--- src/rtl/dcr_pkg.sv ---
// Shared definitions for the device control register bank: register
// indices, CTRL/STATUS bit positions and the launch FSM state type.
package dcr_pkg;

  // Register map indices
  localparam int CTRL         = 0;
  localparam int STATUS       = 1;
  localparam int THREAD_COUNT = 2;
  localparam int ARG_BASE     = 3;

  // CTRL write-1 action bits
  localparam int CTRL_START_BIT    = 0;
  localparam int CTRL_CLR_DONE_BIT = 1;
  localparam int CTRL_CLR_ERR_BIT  = 2;

  // STATUS read-only bits
  localparam int STATUS_BUSY_BIT = 0;
  localparam int STATUS_DONE_BIT = 1;
  localparam int STATUS_ERR_BIT  = 2;

  typedef enum logic [1:0] {
    ST_IDLE   = 2'd0,
    ST_LAUNCH = 2'd1,
    ST_BUSY   = 2'd2
  } dcr_state_t;

  // True when a register index addresses one of the ARG registers
  function automatic logic is_arg_index(input int idx, input int num_regs);
    return (idx >= ARG_BASE) && (idx < num_regs);
  endfunction

endpackage

--- src/rtl/dcr_bank.sv ---
// Device control register bank: host-writable configuration registers
// (THREAD_COUNT, ARG0..ARGn), a read-only STATUS word, write-1 CTRL actions
// and the kernel launch handshake toward the dispatcher.
//
// Build option: define DCR_WRITE_LOCK_EN to drop THREAD_COUNT/ARG writes
// while a kernel is in flight (and flag err), keeping the configuration
// outputs frozen for the whole kernel.
//
// state     | meaning
// ----------+-----------------------------------------------------------
// ST_IDLE   | no kernel in flight; START may launch
// ST_LAUNCH | launch_valid held high until the dispatcher takes it
// ST_BUSY   | kernel running; waits for the kernel_done pulse
module dcr_bank
  import dcr_pkg::*;
#(
  parameter  int DATA_W   = 8,
  parameter  int NUM_REGS = 4,
  localparam int ADDR_W   = $clog2(NUM_REGS),
  localparam int NUM_ARGS = NUM_REGS - 3
) (
  input  logic                       clk,
  input  logic                       reset_n,
  input  logic                       wr_en,
  input  logic [ADDR_W-1:0]          wr_addr,
  input  logic [DATA_W-1:0]          wr_data,
  input  logic                       rd_en,
  input  logic [ADDR_W-1:0]          rd_addr,
  output logic [DATA_W-1:0]          rd_data,
  output logic                       rd_valid,
  output logic [DATA_W-1:0]          thread_count,
  output logic [NUM_ARGS*DATA_W-1:0] cfg_args,
  output logic                       launch_valid,
  input  logic                       launch_ready,
  input  logic                       kernel_done,
  output logic                       busy
);

  dcr_state_t        state_q, state_d;
  logic [DATA_W-1:0] thread_count_q, thread_count_d;
  logic [DATA_W-1:0] args_q [NUM_ARGS];
  logic [DATA_W-1:0] args_d [NUM_ARGS];
  logic              done_q, done_d;
  logic              err_q, err_d;
  logic              busy_q, busy_d;
  logic              launch_valid_q, launch_valid_d;
  logic              rd_valid_q, rd_valid_d;
  logic [DATA_W-1:0] rd_data_q, rd_data_d;

  logic                wr_ctrl;
  logic                start;
  logic                clr_done;
  logic                clr_err;
  logic                wr_tc_hit;
  logic [NUM_ARGS-1:0] wr_arg_hit;
  logic                cfg_wr;
  logic                cfg_wr_ok;
  logic                lock_err;
  logic                set_done;
  logic                start_clr_done;
  logic                set_err;
  logic [DATA_W-1:0]   rd_mux;

  // Write address decode and CTRL action strobes
  always_comb begin
    wr_ctrl   = wr_en && (wr_addr == ADDR_W'(CTRL));
    start     = wr_ctrl && wr_data[CTRL_START_BIT];
    clr_done  = wr_ctrl && wr_data[CTRL_CLR_DONE_BIT];
    clr_err   = wr_ctrl && wr_data[CTRL_CLR_ERR_BIT];
    wr_tc_hit = wr_en && (wr_addr == ADDR_W'(THREAD_COUNT));
    wr_arg_hit = '0;
    for (int i = 0; i < NUM_ARGS; i++) begin
      if (is_arg_index(ARG_BASE + i, NUM_REGS)) begin
        wr_arg_hit[i] = wr_en && (wr_addr == ADDR_W'(ARG_BASE + i));
      end
    end
    cfg_wr = wr_tc_hit || (|wr_arg_hit);
  end

  // Configuration write gating while a kernel is in flight
  always_comb begin
`ifdef DCR_WRITE_LOCK_EN
    cfg_wr_ok = cfg_wr && !busy_q;
    lock_err  = cfg_wr && busy_q;
`else
    cfg_wr_ok = cfg_wr;
    lock_err  = 1'b0;
`endif
  end

  // Configuration register next-state
  always_comb begin
    thread_count_d = thread_count_q;
    for (int i = 0; i < NUM_ARGS; i++) begin
      args_d[i] = args_q[i];
    end
    if (cfg_wr_ok && wr_tc_hit) begin
      thread_count_d = wr_data;
    end
    for (int i = 0; i < NUM_ARGS; i++) begin
      if (cfg_wr_ok && wr_arg_hit[i]) begin
        args_d[i] = wr_data;
      end
    end
  end

  // Launch FSM next-state and sticky flag events
  always_comb begin
    state_d        = state_q;
    set_done       = 1'b0;
    start_clr_done = 1'b0;
    set_err        = lock_err;
    unique case (state_q)
      ST_IDLE: begin
        if (start) begin
          if (thread_count_q != '0) begin
            state_d        = ST_LAUNCH;
            start_clr_done = 1'b1;
          end else begin
            // Nothing to run: report completion without a launch
            set_done = 1'b1;
          end
        end
      end
      ST_LAUNCH: begin
        if (launch_ready) begin
          state_d = ST_BUSY;
        end
        if (start) begin
          set_err = 1'b1;
        end
      end
      ST_BUSY: begin
        if (kernel_done) begin
          state_d  = ST_IDLE;
          set_done = 1'b1;
        end
        if (start) begin
          set_err = 1'b1;
        end
      end
      default: begin
        state_d = ST_IDLE;
      end
    endcase
  end

  // Sticky flags (a set in the same cycle as a clear wins) and registered outputs
  always_comb begin
    done_d = done_q;
    if (set_done) begin
      done_d = 1'b1;
    end else if (start_clr_done || clr_done) begin
      done_d = 1'b0;
    end
    err_d = err_q;
    if (set_err) begin
      err_d = 1'b1;
    end else if (clr_err) begin
      err_d = 1'b0;
    end
    launch_valid_d = (state_d == ST_LAUNCH);
    busy_d         = (state_d != ST_IDLE);
  end

  // Read mux on current (pre-write) state; out-of-range and CTRL read as 0
  always_comb begin
    rd_mux = '0;
    if (rd_addr == ADDR_W'(STATUS)) begin
      rd_mux[STATUS_BUSY_BIT] = busy_q;
      rd_mux[STATUS_DONE_BIT] = done_q;
      rd_mux[STATUS_ERR_BIT]  = err_q;
    end else if (rd_addr == ADDR_W'(THREAD_COUNT)) begin
      rd_mux = thread_count_q;
    end
    for (int i = 0; i < NUM_ARGS; i++) begin
      if (rd_addr == ADDR_W'(ARG_BASE + i)) begin
        rd_mux = args_q[i];
      end
    end
    rd_valid_d = rd_en;
    rd_data_d  = rd_en ? rd_mux : rd_data_q;
  end

  // State registers with synchronous active-low reset
  always_ff @(posedge clk) begin
    if (!reset_n) begin
      state_q        <= ST_IDLE;
      thread_count_q <= '0;
      for (int i = 0; i < NUM_ARGS; i++) begin
        args_q[i] <= '0;
      end
      done_q         <= 1'b0;
      err_q          <= 1'b0;
      busy_q         <= 1'b0;
      launch_valid_q <= 1'b0;
      rd_valid_q     <= 1'b0;
      rd_data_q      <= '0;
    end else begin
      state_q        <= state_d;
      thread_count_q <= thread_count_d;
      for (int i = 0; i < NUM_ARGS; i++) begin
        args_q[i] <= args_d[i];
      end
      done_q         <= done_d;
      err_q          <= err_d;
      busy_q         <= busy_d;
      launch_valid_q <= launch_valid_d;
      rd_valid_q     <= rd_valid_d;
      rd_data_q      <= rd_data_d;
    end
  end

  // Flatten ARG registers, ARG0 in the LSBs
  always_comb begin
    cfg_args = '0;
    for (int i = 0; i < NUM_ARGS; i++) begin
      cfg_args[i*DATA_W +: DATA_W] = args_q[i];
    end
  end

  assign thread_count = thread_count_q;
  assign launch_valid = launch_valid_q;
  assign busy         = busy_q;
  assign rd_valid     = rd_valid_q;
  assign rd_data      = rd_data_q;

endmodule

--- config.mk ---
export PLATFORM = sky130hd
export DESIGN_NAME = dcr_bank
export DESIGN_NICKNAME = d
export VERILOG_FILES = /design/src/rtl/dcr_pkg.sv /design/src/rtl/dcr_bank.sv
export SDC_FILE = /design/constraint.sdc
export NUM_CORES = 1
export LEC_CHECK = 0
export ABC_AREA = 1
export CORE_MARGIN = 3
export CORE_UTILIZATION = 43
export CTS_BUF_LIST = sky130_fd_sc_hd__clkbuf_8
export DETAILED_ROUTE_END_ITERATION = 8
export GPL_TIMING_DRIVEN = 0
export PLACE_DENSITY = 0.79
export SLEW_MARGIN = 20
export SYNTH_ARGS = -nofsm -noshare
export SYNTH_HDL_FRONTEND = slang
export SYNTH_SLANG_ARGS = --single-unit
--- constraint.sdc ---
create_clock -name clk -period 1.4 [get_ports clk]
set_clock_uncertainty 0.2 [all_clocks]
set_input_delay 0.35 -clock clk [delete_from_list [all_inputs] [get_ports clk]]
set_output_delay 0.35 -clock clk [all_outputs]
set_load 0.1 [all_outputs]
==> insert_results.sql <==
INSERT INTO impl_metrics (metric_group, metric, value, unit) VALUES
('logic_synthesis', 'synth_warnings', '0', ''),
('setup_path', 'timing.reg2reg.setup_slack', '50', 'ps'),
('sta', 'timing_hold_violations_final', '0', ''),
('die', 'std_cell_rows', '20', ''),
('setup_path', 'worst_setup_path_startpoint', 'busy$_SDFF_PN0_', ''),
('sta', 'timing.slew.headroom', '79.7', '%'),
('final_layout', 'nNetsFinal', '275', ''),
('grt', 'antenna_found_initial', '0', ''),
('power_and_ir_drop', 'power.share.switching', '34.5', '%'),
('routing', 'avgRoutedWirePerCell', '13.1', 'um'),
('clock_tree', 'ctsLongestPathBuffers', '2', ''),
('run_status', 'outcome', 'complete, no violations', ''),
('sta', 'min_period_over_period', '99.1', '%'),
('routing', 'first_pass_iters', '4', ''),
('die', 'die_width', '63.1', 'um'),
('die', 'floorplan.core_area', '0.00308', 'sq mm'),
('setup_path', 'r2r_endpoint', 'busy$_SDFF_PN0_', ''),
('clock_tree', 'cts_tree', 'yes', ''),
('power_and_ir_drop', 'pwr-share-clk', '30.3', '%'),
('setup_path', 'cpMaxStageDelayCell', 'sky130_fd_sc_hd__dfxtp_2', ''),
('setup_path', 'rr_worst_depth', '8', ''),
('power_and_ir_drop', 'internal_power', '1.54', 'mW'),
('flow_run', 'cap_viol_max_count', '0', ''),
('routing', 'route.final.wire_length', '3.91', 'mm'),
('power_and_ir_drop', 'p_per_area', '1010', 'mW/mm^2'),
('grt', 'grt_first_pass_wirelength', '5.63', 'mm'),
('setup_path', 'timing.critical_path.from_type', 'flop', ''),
('setup_path', 'cp-endpoint', 'busy', ''),
('sta', 'rsz0062_at_grt', 'yes', ''),
('setup_path', 'r2r-start', 'state_q[1]$_SDFF_PN0_', ''),
('sta', 'min_period', '1390', 'ps'),
('power_and_ir_drop', 'power', '2.35', 'mW'),
('final_layout', 'layout_overhead_on_the_synthesized_area', '66.5', '%'),
('placement', 'dp.final_hpwl', '2.61', 'mm'),
('setup_path', 'timing.critical_path.fanout_max', '2', ''),
('logic_synthesis', 'synth.lib_cells_used.distinct', '19', ''),
('routing', 'vias_per_cell', '4.83', ''),
('setup_path', 'worst_ep_arrival_time', '840', 'ps'),
('clock_tree', 'worst_setup_hold_path_clk_slew', '60', 'ps'),
('placement', 'place.gp.congestion', '0.872', ''),
('logic_synthesis', 'ys_seq_elements', '31', ''),
('setup_path', 'crit_buf_inv', '1', ''),
('clock_tree', 'cts.htree.levels', '2', ''),
('logic_synthesis', 'synth_area_per_cell', '7.07', 'sq um'),
('logic_synthesis', 'synth_area_leaders', 'sky130_fd_sc_hd__dfxtp_1, sky130_fd_sc_hd__inv_1, sky130_fd_sc_hd__nand2_1, sky130_fd_sc_hd__o21ai_0, sky130_fd_sc_hd__a21oi_1', ''),
('clock_tree', 'clk-insertion-delay-late', '290', 'ps'),
('final_layout', 'inserted_diodes', '0', ''),
('grt', 'grt_pass1_vias', '1283', ''),
('logic_synthesis', 'yosys.area.top_type_share', '44.3', '%'),
('sta', 'fin_hold_ws', '221', 'ps'),
('die', 'die_y', '63.1', 'um'),
('logic_synthesis', 'ys_seq_area_share', '44.3', '%'),
('clock_tree', 'numCtsBuffers', '5', ''),
('logic_synthesis', 'postSynthNetCount', '220', ''),
('power_and_ir_drop', 'combinationalPowerShare', '28.6', '%'),
('die', 'initial_utilization', '45.5', '%'),
('setup_path', 'criticalPathCategory', 'reg -> out', ''),
('setup_path', 'critical_path.max_stage_delay', '370', 'ps'),
('power_and_ir_drop', 'worst_ir_drop_vdd', '0.000929', 'V'),
('clock_tree', 'cts_root_buffer', 'sky130_fd_sc_hd__clkbuf_8', ''),
('placement', 'post_dp_cell_area', '0.00195', 'sq mm'),
('die', 'die_area', '0.00398', 'sq mm'),
('final_layout', 'drive_gt1_share', '37.4', '%'),
('grt', 'grt_max_degree', '11', ''),
('setup_path', 'cp_cell_sequence', 'buf_12', ''),
('routing', 'dr_total_vias', '1438', ''),
('min_path', 'min-delay-path-class', 'in -> reg', ''),
('setup_path', 'endpoint_kind', 'output pin', ''),
('routing', 'detail-route-antenna-nets', '0', ''),
('grt', 'grt_use_total', '18.5', '%'),
('sta', 'timing.final.max_slew_violations', '0', '');
==> power by group through the flow <==
stage               Clock (mW)  Sequential, mW  Combinational (mW)
floorplan                    0            1.25               0.131
global placement             0           0.968               0.580
detailed placement           0           0.970               0.582
CTS                      0.719           0.961               0.619
global route             0.766           0.973               0.703
finish                   0.712           0.969               0.672
==> metrics by stage <==
step	TNS (ps)	worst slack [ps]	util [%]	cells
4_1_cts	-9.02	-9.02	70.8	296
6_report	0	12.9	75.7	298
5_1_grt	-162	-43.0	75.7	298
3_3_place_gp	-29660	-625	63.3	286
3_5_place_dp	-30070	-621	63.3	286
2_1_floorplan	0	37.4	-	198
==> placed cells by master (no fill, tap or decap), types with 5 or more instances in the layout <==
cell type / count
sky130_fd_sc_hd__a21oi_1: 17
sky130_fd_sc_hd__buf_12: 16
sky130_fd_sc_hd__buf_4: 6
sky130_fd_sc_hd__buf_6: 5
sky130_fd_sc_hd__buf_8: 8
sky130_fd_sc_hd__clkbuf_8: 6
sky130_fd_sc_hd__clkdlybuf4s50_1: 9
sky130_fd_sc_hd__dfxtp_2: 20
sky130_fd_sc_hd__dfxtp_4: 9
sky130_fd_sc_hd__inv_1: 38
sky130_fd_sc_hd__inv_2: 5
sky130_fd_sc_hd__nand2_1: 27
sky130_fd_sc_hd__nand3_1: 7
sky130_fd_sc_hd__nor2_1: 19
sky130_fd_sc_hd__o21ai_0: 16
sky130_fd_sc_hd__o21ai_1: 6
sky130_fd_sc_hd__o22ai_1: 5
==> registers in the layout (all words and copies together) (netlist names) <==
name          count
args_q            8
busy              1
done_q            1
err_q             1
launch_valid      1
rd_data           8
rd_valid          1
state_q           2
thread_count      8
==> worst reg2reg max path, stage by stage (launching register included) <==
cell	delay, ps
sky130_fd_sc_hd__dfxtp_4	360
sky130_fd_sc_hd__inv_1	60
sky130_fd_sc_hd__ha_2	170
sky130_fd_sc_hd__inv_1	60
sky130_fd_sc_hd__nor2_1	50
sky130_fd_sc_hd__a31oi_1	130
sky130_fd_sc_hd__nand2_1	90
sky130_fd_sc_hd__nand2_1	80
sky130_fd_sc_hd__nand2_1	50
==> cell type report <==
| class | instances | area [sq um] |
|---|---|---|
| Buffer | 6 | 47.5 |
| Sequential cell | 31 | 679 |
| Clock buffer | 6 | 82.6 |
| Fill cell | 218 | 747 |
| Multi-Input combinational cell | 119 | 631 |
| Clock inverter | 2 | 8.76 |
| Tap cell | 44 | 55.1 |
| Timing Repair Buffer | 48 | 669 |
| Inverter | 42 | 158 |
==> cells in the mapped netlist <==
library cell and number:
sky130_fd_sc_hd__ha_1 4, sky130_fd_sc_hd__inv_1 41, sky130_fd_sc_hd__clkbuf_1 1, sky130_fd_sc_hd__nor2_1 21
sky130_fd_sc_hd__o22ai_1 5, sky130_fd_sc_hd__or2_1 1, sky130_fd_sc_hd__buf_2 2, sky130_fd_sc_hd__nor2_2 1
sky130_fd_sc_hd__dfxtp_1 31, sky130_fd_sc_hd__a21oi_1 19, sky130_fd_sc_hd__a31oi_1 4, sky130_fd_sc_hd__buf_6 1
sky130_fd_sc_hd__nand2_1 31, sky130_fd_sc_hd__buf_1 1, sky130_fd_sc_hd__inv_2 1, sky130_fd_sc_hd__nand3_1 8
sky130_fd_sc_hd__buf_4 1, sky130_fd_sc_hd__o21ai_2 3, sky130_fd_sc_hd__o21ai_0 22
==> logic make-up (layout without fill, tap and decap cells) <==
group	Yosys count	count (layout)	share of synthesized area (%)
compound gates	53	53	20.6
flops	31	31	44.3
simple gates	62	62	17.7
buf+inv	48	104	13.9
fa+ha+maj	4	4	3.57
==> per-layer routing <==
layer / global-route usage (%) / part of all wire (%) / routed length [um] / vias up
met5: 0 / 0 / 0 / -
met3: 6.06 / 5.4 / 212 / 8
li1: - / - / - / 738
met2: 29.5 / 51 / 2000 / 40
met4: 9.92 / 2.3 / 89 / 0
met1: 21.9 / 41 / 1620 / 652
==> worst min-delay path by stage <==
stage,start,end,slack [ps],cells after the start
6_report,wr_data[0],thread_count[0]$_SDFFE_PN0P_,220,3
3_5_place_dp,err_q$_SDFFE_PN0P_,err_q$_SDFFE_PN0P_,250,2
3_3_place_gp,err_q$_SDFFE_PN0P_,err_q$_SDFFE_PN0P_,250,2
5_1_grt,wr_data[0],thread_count[0]$_SDFFE_PN0P_,220,3
4_1_cts,err_q$_SDFFE_PN0P_,err_q$_SDFFE_PN0P_,260,2
2_1_floorplan,err_q$_SDFFE_PN0P_,err_q$_SDFFE_PN0P_,240,2
==> repair_timing <==
item / CTS / global route
gates resized for setup: 230 / 43
pin swaps: 1 / 3
hold endpoints to repair: 0 / 0
buffers inserted: 2 / 2
endpoints found under the setup margin: 57 / 32
Note: power is estimated with default switching activity, not from simulation.
